`config.mk`:
```
export PLATFORM = sky130hd
export DESIGN_NAME = fp_mult_pipe_flat
export DESIGN_NICKNAME = d
export VERILOG_FILES = /design/src/rtl/fp_mult_pipe_if.sv /design/src/rtl/fp_mult_pipe.sv /design/src/flat_wrapper.sv
export SDC_FILE = /design/constraint.sdc
export NUM_CORES = 1
export LEC_CHECK = 0
export CORE_MARGIN = 5
export CORE_UTILIZATION = 41
export DETAILED_ROUTE_END_ITERATION = 8
export GPL_TIMING_DRIVEN = 0
export MAX_ROUTING_LAYER = met4
export PLACE_DENSITY = 0.6
export SLEW_MARGIN = 20
export SYNTH_ARGS = -nofsm -noshare
export SYNTH_HDL_FRONTEND = slang
export SYNTH_SLANG_ARGS = --single-unit
```
`constraint.sdc`:
```
create_clock -name clk -period 9.18 [get_ports clk]
set_clock_uncertainty 0.1 [all_clocks]
set_input_delay 1.836 -clock clk [delete_from_list [all_inputs] [get_ports clk]]
set_output_delay 1.836 -clock clk [all_outputs]
set_load 0.01 [all_outputs]
```
`src/rtl/fp_mult_pipe_if.sv`:
```
// Valid/ready handshake bundle for the pipelined floating-point multiplier.
// The slave modport is the multiplier side; the master modport is the producer/consumer side.
interface fp_mult_pipe_if #(
  parameter int unsigned EXP_W = 8,
  parameter int unsigned MAN_W = 7
);
  localparam int unsigned W = 1 + EXP_W + MAN_W;

  logic         in_valid;
  logic         in_ready;
  logic [W-1:0] a;
  logic [W-1:0] b;
  logic         rnd_mode;
  logic         out_valid;
  logic         out_ready;
  logic [W-1:0] out;
  logic [3:0]   flags;

  modport master (
    output in_valid, a, b, rnd_mode, out_ready,
    input  in_ready, out_valid, out, flags
  );

  modport slave (
    input  in_valid, a, b, rnd_mode, out_ready,
    output in_ready, out_valid, out, flags
  );
endinterface

```
`src/rtl/fp_mult_pipe.sv`:
```
// Three-stage pipelined floating-point multiplier with RNE/truncate rounding, flush-to-zero
// subnormals and {invalid, overflow, underflow, inexact} flags carried with each result.
module fp_mult_pipe #(
  parameter int unsigned EXP_W = 8,
  parameter int unsigned MAN_W = 7
) (
  input logic           clk,
  input logic           rst_n,
  fp_mult_pipe_if.slave bus
);
  localparam int unsigned W  = 1 + EXP_W + MAN_W;
  localparam int unsigned SW = MAN_W + 1;
  localparam int unsigned PW = 2 * SW;
  localparam int unsigned EW = EXP_W + 2;

  localparam logic signed [EW-1:0] Bias   = EW'(2 ** (EXP_W - 1) - 1);
  localparam logic signed [EW-1:0] ExpMax = EW'(2 ** EXP_W - 1);

  // Operand class bit positions.
  localparam int unsigned ClsNan  = 2;
  localparam int unsigned ClsInf  = 1;
  localparam int unsigned ClsZero = 0;

  function automatic logic [2:0] classify(input logic [EXP_W-1:0] e, input logic [MAN_W-1:0] m);
    logic [2:0] c;
    c          = '0;
    c[ClsNan]  = (&e) & (|m);
    c[ClsInf]  = (&e) & ~(|m);
    c[ClsZero] = ~(|e);
    return c;
  endfunction

  // Global advance: every stage moves when the output slot is free or being drained.
  logic en;
  assign en           = ~bus.out_valid | bus.out_ready;
  assign bus.in_ready = en;

  // Stage 1 state
  logic             s1_valid_d, s1_valid_q;
  logic             s1_sign_d,  s1_sign_q;
  logic             s1_rnd_d,   s1_rnd_q;
  logic [EXP_W-1:0] s1_ea_d,    s1_ea_q;
  logic [EXP_W-1:0] s1_eb_d,    s1_eb_q;
  logic [SW-1:0]    s1_ma_d,    s1_ma_q;
  logic [SW-1:0]    s1_mb_d,    s1_mb_q;
  logic [2:0]       s1_cls_a_d, s1_cls_a_q;
  logic [2:0]       s1_cls_b_d, s1_cls_b_q;

  // Stage 2 state
  logic                 s2_valid_d, s2_valid_q;
  logic                 s2_sign_d,  s2_sign_q;
  logic                 s2_rnd_d,   s2_rnd_q;
  logic [PW-1:0]        s2_prod_d,  s2_prod_q;
  logic signed [EW-1:0] s2_esum_d,  s2_esum_q;
  logic                 s2_nan_d,   s2_nan_q;
  logic                 s2_inf_d,   s2_inf_q;
  logic                 s2_zero_d,  s2_zero_q;

  // Stage 3 (output) state
  logic         out_valid_d, out_valid_q;
  logic [W-1:0] out_d,       out_q;
  logic [3:0]   flags_d,     flags_q;

  assign bus.out_valid = out_valid_q;
  assign bus.out       = out_q;
  assign bus.flags     = flags_q;

  logic [EXP_W-1:0] a_exp, b_exp;
  logic [MAN_W-1:0] a_man, b_man;
  assign a_exp = bus.a[W-2 -: EXP_W];
  assign b_exp = bus.b[W-2 -: EXP_W];
  assign a_man = bus.a[MAN_W-1:0];
  assign b_man = bus.b[MAN_W-1:0];

  always_comb begin
    s1_valid_d = s1_valid_q;
    s1_sign_d  = s1_sign_q;
    s1_rnd_d   = s1_rnd_q;
    s1_ea_d    = s1_ea_q;
    s1_eb_d    = s1_eb_q;
    s1_ma_d    = s1_ma_q;
    s1_mb_d    = s1_mb_q;
    s1_cls_a_d = s1_cls_a_q;
    s1_cls_b_d = s1_cls_b_q;
    if (en) begin
      s1_valid_d = bus.in_valid;
      if (bus.in_valid) begin
        s1_sign_d  = bus.a[W-1] ^ bus.b[W-1];
        s1_rnd_d   = bus.rnd_mode;
        s1_ea_d    = a_exp;
        s1_eb_d    = b_exp;
        s1_ma_d    = {1'b1, a_man};
        s1_mb_d    = {1'b1, b_man};
        s1_cls_a_d = classify(a_exp, a_man);
        s1_cls_b_d = classify(b_exp, b_man);
      end
    end
  end

  always_comb begin
    s2_valid_d = s2_valid_q;
    s2_sign_d  = s2_sign_q;
    s2_rnd_d   = s2_rnd_q;
    s2_prod_d  = s2_prod_q;
    s2_esum_d  = s2_esum_q;
    s2_nan_d   = s2_nan_q;
    s2_inf_d   = s2_inf_q;
    s2_zero_d  = s2_zero_q;
    if (en) begin
      s2_valid_d = s1_valid_q;
      if (s1_valid_q) begin
        s2_sign_d = s1_sign_q;
        s2_rnd_d  = s1_rnd_q;
        s2_prod_d = PW'(s1_ma_q) * PW'(s1_mb_q);
        s2_esum_d = $signed({2'b00, s1_ea_q}) + $signed({2'b00, s1_eb_q}) - Bias;
        s2_nan_d  = s1_cls_a_q[ClsNan] | s1_cls_b_q[ClsNan]
                  | (s1_cls_a_q[ClsInf] & s1_cls_b_q[ClsZero])
                  | (s1_cls_b_q[ClsInf] & s1_cls_a_q[ClsZero]);
        s2_inf_d  = s1_cls_a_q[ClsInf] | s1_cls_b_q[ClsInf];
        s2_zero_d = s1_cls_a_q[ClsZero] | s1_cls_b_q[ClsZero];
      end
    end
  end

  // Normalise and round the stage-2 product.
  logic                 norm;
  logic [PW-2:0]        prod_n;
  logic [MAN_W-1:0]     man_t;
  logic                 guard;
  logic                 sticky;
  logic                 round_up;
  logic [MAN_W:0]       man_r;
  logic signed [EW-1:0] exp_r;
  logic                 ovf;
  logic                 unf;

  always_comb begin
    norm     = s2_prod_q[PW-1];
    // Align so the leading 1 sits just above bit PW-2 and is dropped.
    prod_n   = norm ? s2_prod_q[PW-2:0] : {s2_prod_q[PW-3:0], 1'b0};
    man_t    = prod_n[PW-2 -: MAN_W];
    guard    = prod_n[PW-2-MAN_W];
    sticky   = |prod_n[PW-3-MAN_W:0];
    round_up = ~s2_rnd_q & guard & (man_t[0] | sticky);
    man_r    = {1'b0, man_t} + {{MAN_W{1'b0}}, round_up};
    // A carry out of the mantissa leaves man_r[MAN_W-1:0] at zero, so only the exponent moves.
    exp_r    = s2_esum_q + $signed({{(EW-1){1'b0}}, norm})
             + $signed({{(EW-1){1'b0}}, man_r[MAN_W]});
    ovf      = ~exp_r[EW-1] & (exp_r >= ExpMax);
    unf      = exp_r[EW-1] | (exp_r == '0);
  end

  always_comb begin
    out_valid_d = out_valid_q;
    out_d       = out_q;
    flags_d     = flags_q;
    if (en) begin
      out_valid_d = s2_valid_q;
      if (s2_valid_q) begin
        flags_d = '0;
        if (s2_nan_q) begin
          out_d   = {s2_sign_q, {EXP_W{1'b1}}, {{(MAN_W-1){1'b0}}, 1'b1}};
          flags_d = 4'b1000;
        end else if (s2_inf_q) begin
          out_d = {s2_sign_q, {EXP_W{1'b1}}, {MAN_W{1'b0}}};
        end else if (s2_zero_q) begin
          out_d = {s2_sign_q, {(W-1){1'b0}}};
        end else if (ovf) begin
          flags_d = 4'b0101;
          if (s2_rnd_q) begin
            out_d = {s2_sign_q, {(EXP_W-1){1'b1}}, 1'b0, {MAN_W{1'b1}}};
          end else begin
            out_d = {s2_sign_q, {EXP_W{1'b1}}, {MAN_W{1'b0}}};
          end
        end else if (unf) begin
          out_d   = {s2_sign_q, {(W-1){1'b0}}};
          flags_d = 4'b0011;
        end else begin
          out_d   = {s2_sign_q, exp_r[EXP_W-1:0], man_r[MAN_W-1:0]};
          flags_d = {3'b000, guard | sticky};
        end
      end
    end
  end

  always_ff @(posedge clk or negedge rst_n) begin
    if (!rst_n) begin
      s1_valid_q  <= 1'b0;
      s1_sign_q   <= 1'b0;
      s1_rnd_q    <= 1'b0;
      s1_ea_q     <= '0;
      s1_eb_q     <= '0;
      s1_ma_q     <= '0;
      s1_mb_q     <= '0;
      s1_cls_a_q  <= '0;
      s1_cls_b_q  <= '0;
      s2_valid_q  <= 1'b0;
      s2_sign_q   <= 1'b0;
      s2_rnd_q    <= 1'b0;
      s2_prod_q   <= '0;
      s2_esum_q   <= '0;
      s2_nan_q    <= 1'b0;
      s2_inf_q    <= 1'b0;
      s2_zero_q   <= 1'b0;
      out_valid_q <= 1'b0;
      out_q       <= '0;
      flags_q     <= '0;
    end else begin
      s1_valid_q  <= s1_valid_d;
      s1_sign_q   <= s1_sign_d;
      s1_rnd_q    <= s1_rnd_d;
      s1_ea_q     <= s1_ea_d;
      s1_eb_q     <= s1_eb_d;
      s1_ma_q     <= s1_ma_d;
      s1_mb_q     <= s1_mb_d;
      s1_cls_a_q  <= s1_cls_a_d;
      s1_cls_b_q  <= s1_cls_b_d;
      s2_valid_q  <= s2_valid_d;
      s2_sign_q   <= s2_sign_d;
      s2_rnd_q    <= s2_rnd_d;
      s2_prod_q   <= s2_prod_d;
      s2_esum_q   <= s2_esum_d;
      s2_nan_q    <= s2_nan_d;
      s2_inf_q    <= s2_inf_d;
      s2_zero_q   <= s2_zero_d;
      out_valid_q <= out_valid_d;
      out_q       <= out_d;
      flags_q     <= flags_d;
    end
  end
endmodule

```
`src/flat_wrapper.sv`:
```
// flat-port wrapper written by rule: the top's interface ports become plain ports
module fp_mult_pipe_flat 
#(
  parameter int unsigned EXP_W = 8,
  parameter int unsigned MAN_W = 7
)
  (clk, rst_n, bus_in_valid, bus_a, bus_b, bus_rnd_mode, bus_out_ready, bus_in_ready, bus_out_valid, bus_out, bus_flags);
  fp_mult_pipe_if #(.EXP_W(EXP_W), .MAN_W(MAN_W)) bus_i ();
  input logic clk;
  input logic rst_n;
  input wire logic [$bits(bus_i.in_valid)-1:0] bus_in_valid;
  input wire logic [$bits(bus_i.a)-1:0] bus_a;
  input wire logic [$bits(bus_i.b)-1:0] bus_b;
  input wire logic [$bits(bus_i.rnd_mode)-1:0] bus_rnd_mode;
  input wire logic [$bits(bus_i.out_ready)-1:0] bus_out_ready;
  output wire logic [$bits(bus_i.in_ready)-1:0] bus_in_ready;
  output wire logic [$bits(bus_i.out_valid)-1:0] bus_out_valid;
  output wire logic [$bits(bus_i.out)-1:0] bus_out;
  output wire logic [$bits(bus_i.flags)-1:0] bus_flags;
  assign bus_i.in_valid = bus_in_valid;
  assign bus_i.a = bus_a;
  assign bus_i.b = bus_b;
  assign bus_i.rnd_mode = bus_rnd_mode;
  assign bus_i.out_ready = bus_out_ready;
  assign bus_in_ready = bus_i.in_ready;
  assign bus_out_valid = bus_i.out_valid;
  assign bus_out = bus_i.out;
  assign bus_flags = bus_i.flags;
  fp_mult_pipe #(.EXP_W(EXP_W), .MAN_W(MAN_W)) u_core (.clk(clk), .rst_n(rst_n), .bus(bus_i));
endmodule
```
==> flow_summary_export.csv <==
group,metric,value,unit
synthesis,synth_cells,722,
worst_hold_path,hold_class,"flop to flop",
timing,rsz0062_at_grt,"no",
drt,drc,0,
floorplanning,start_util,0.418,
worst_setup_path,worstPathMaxFanout,9,
worst_setup_path,cp-start-kind,"input port",
clock_network,ctsHoldBuffers,0,
clock_network,postCtsSetupBuffers,0,
worst_setup_path,cp.arrival,3.16,ns
synthesis,syn_area,0.00690,mm2
synthesis,synth_area_per_cell,9.56,um2
clock_network,cts_tree,"built",
global_routing,grt_overflow,0,
clock_network,cts.path.max_buffers,2,
worst_setup_path,slowest_stage,"clkdlybuf4s50_1",
clock_network,clockRootBuffer,"clkbuf_16",
clock_network,clk_latency,0.35,ns
final_layout,drive_gt1_frac,0.0979,
run,drv_cap,0,
worst_setup_path,worst_setup_path_end_kind,"output port",
clock_network,ctsResizeCount,0,
clock_network,cts_buffers,9,
timing,post-route-min-period,5.10,ns
synthesis,synth_flop_cell,"dfrtp_1",
clock_network,h-tree-depth,3,
global_routing,grt_pass1_wl,26.6,mm
drt,drtAntennaViolNets,0,
placement,place.gp.congestion,0.848,
final_layout,syn2layout_area_growth,17.9,%
outcome,status,"finished, final reports clean",
worst_setup_path,required,7.24,ns
floorplanning,coreArea,0.0165,mm2
worst_setup_path,slowest_delay,0.57,ns
floorplanning,dieArea,0.0195,mm2
worst_setup_path,path_common_cell,"clkdlybuf4s50_1",
drt,via_count,5193,
synthesis,seq_area_frac_synth,0.337,
floorplanning,io_pins,59,
floorplanning,die_y,140,um
clock_network,cts_sinks,93,
placement,dp_hpwl,12.2,mm
drt,first_pass_iters,6,
timing,tightest_slew,0.601,ns
timing,fin_setup_tns,0,ns
drt,wirelength,15.2,mm
global_routing,antenna_found_initial,0,
synthesis,synth_seq_cells,93,
floorplanning,rows,47,
final_layout,antennaDiodeCount,0,
final_layout,nets,915,
global_routing,first_global_vias,5437,
floorplanning,die_w,140,um
global_routing,grt.total_usage,0.168,
timing,hold_viol_final,0,
timing,setup_violations,0,
synthesis,yosysWarnings,0,
timing,relSlewSlack,0.596,
drt,wl_per_cell,14.9,um
placement,port_buffers,58,
synthesis,synth_fp_nets,845,
clock_network,clk_pin_slew,0.07,ns
global_routing,grt_max_degree,51,
synthesis,async_flop_share,1.00,
synthesis,synth_edf_count,0,
timing,max_freq,196,MHz
drt,avgViaCountPerCell,5.11,
timing,slew_viol_final,0,
worst_setup_path,cp_cell_sequence,"clkdlybuf4s50_1, nand2b_1, buf_2, clkdlybuf4s50_1",
timing,min_period_over_period,0.556,
synthesis,synth_cell_type_count,65,
drt,dr.first_iter.drc_count,346,
worst_setup_path,path_class,"input port to output port",
==> sequential cells by signal (all words and copies together), names as in the netlist <==
| register | cells |
|---|---|
| u_core.s2_rnd_q | 1 |
| u_core.s2_sign_q | 1 |
| u_core.s2_prod_q | 16 |
| u_core.s1_cls_b_q | 3 |
| u_core.bus.out_valid | 1 |
| u_core.s2_esum_q | 10 |
| u_core.s1_rnd_q | 1 |
| u_core.s1_ea_q | 8 |
| u_core.s1_cls_a_q | 3 |
| u_core.s2_nan_q | 1 |
| u_core.s2_inf_q | 1 |
| u_core.s2_valid_q | 1 |
| u_core.s1_valid_q | 1 |
| u_core.bus.flags | 4 |
| u_core.s2_zero_q | 1 |
| u_core.s1_sign_q | 1 |
| u_core.bus.out | 16 |
| u_core.s1_mb_q | 8 |
| u_core.s1_ma_q | 7 |
| u_core.s1_eb_q | 8 |
==> final timing paths <==
kind                                                      start                                to  slack (ns)  cells past startpoint
worst max-delay path                              bus_out_ready                      bus_in_ready        4.08                      4
worst min-delay path            u_core.s2_prod_q[0]$_DFFE_PN0P_   u_core.s2_prod_q[0]$_DFFE_PN0P_        0.37                      2
worst max register to register    u_core.s1_mb_q[7]$_DFFE_PN0P_  u_core.s2_prod_q[12]$_DFFE_PN0P_        4.25                     16
worst min register to register  u_core.s2_prod_q[0]$_DFFE_PN0P_   u_core.s2_prod_q[0]$_DFFE_PN0P_        0.37                      2
max in group asynchronous                                 rst_n     u_core.bus.out[3]$_DFFE_PN0P_        7.09                      2
min in group asynchronous                                 rst_n   u_core.s2_esum_q[2]$_DFFE_PN0P_        1.31                      1
==> worst max-delay path: cells and delay by family <==
kind / cells / cell delay [ns]
and+or+nand+nor: 1 / 0.10
buffers and inverters: 3 / 1.23
==> stage by stage <==
stage | util | setup slack [ns] | hold slack [ns] | std cells | cell area [um2]
2_1_floorplan | - | 4.66 | 0.333 | 722 | 6900
3_3_place_gp | 0.470 | 2.81 | 0.355 | 1000 | 7760
3_5_place_dp | 0.471 | 4.08 | 0.359 | 1001 | 7790
4_1_cts | 0.492 | 4.07 | 0.374 | 1017 | 8140
5_1_grt | 0.492 | 3.85 | 0.405 | 1017 | 8140
6_report | 0.492 | 4.08 | 0.368 | 1017 | 8140
==> Yosys cell counts (2+ instances only) <==
cell type | number | area (um2)
or3_1 | 7 | 43.8
o21ba_2 | 2 | 20.0
o21a_1 | 4 | 30.0
a21oi_1 | 20 | 100
a31oi_1 | 4 | 25.0
nand3_1 | 13 | 65.1
o211ai_1 | 6 | 45.0
xor2_1 | 14 | 123
xnor2_1 | 16 | 140
inv_1 | 64 | 240
nand4_1 | 8 | 50.1
nor2_1 | 21 | 78.8
buf_4 | 3 | 22.5
a211oi_1 | 8 | 60.1
and3_1 | 8 | 50.1
dfrtp_1 | 93 | 2330
or4_1 | 3 | 22.5
nor3_1 | 8 | 40.0
o221a_2 | 4 | 45.0
o31ai_1 | 3 | 22.5
mux2_2 | 33 | 372
nor2b_1 | 3 | 18.8
nor3b_1 | 2 | 15.0
and4_1 | 4 | 35.0
nand2b_1 | 6 | 37.5
a21boi_0 | 3 | 22.5
a21o_1 | 8 | 60.1
a221o_1 | 6 | 60.1
ha_1 | 48 | 601
buf_6 | 3 | 33.8
o21ai_1 | 2 | 10.0
and2_1 | 32 | 200
clkbuf_1 | 22 | 82.6
fa_1 | 38 | 761
nor4_1 | 10 | 62.6
buf_2 | 2 | 10.0
o21ai_0 | 40 | 200
nand2_1 | 123 | 462
a211o_1 | 2 | 17.5
==> area by class of cell <==
class / count / area [um2]
multi-input cells: 534 / 4180
clock inverters: 6 / 109
fillers: 1522 / 8390
well taps: 220 / 275
clock buffers: 10 / 239
repair buffers: 59 / 609
plain buffers: 31 / 153
inverters: 64 / 240
flip-flops and latches: 93 / 2330
==> placed cells by master, fill, tap and decap left out, types with 6 or more instances in the layout <==
master	synthesis	final
nand2_1	123	123
nand4_1	8	8
ha_1	48	48
nand3_1	13	13
nor2_1	21	21
a21o_1	8	8
clkdlybuf4s50_1	0	57
mux2_2	33	33
nor4_1	10	10
o211ai_1	6	6
and2_1	32	32
o21ai_0	40	40
nor3_1	8	8
clkbuf_16	0	9
or3_1	7	7
a21oi_1	20	20
and3_1	8	8
xnor2_1	16	16
xor2_1	14	14
fa_1	38	38
inv_1	64	64
clkbuf_1	22	22
nand2b_1	6	6
a211oi_1	8	8
dfrtp_1	93	93
a221o_1	6	6
==> per-layer routing <==
metal,GRT usage,share of wire
met5,-,0
met4,0.0479,0.012
met3,0.0298,0.032
met2,0.263,0.47
met1,0.226,0.49
==> cell families (layout without fill, tap and decap cells) <==
family | Yosys count | in the layout | synth area share
DFF | 93 | 93 | 0.337
AOI/OAI and AO/OA | 127 | 127 | 0.129
and+or+nand+nor | 256 | 256 | 0.182
xor gates and xnor gates | 32 | 32 | 0.0444
muxes | 33 | 33 | 0.0538
adders and majority gates | 86 | 86 | 0.197
buffers and inverters | 95 | 170 | 0.0569
Power is not shown: default switching activity piles up to over one toggle a cycle in this logic, so the estimate is an artifact.
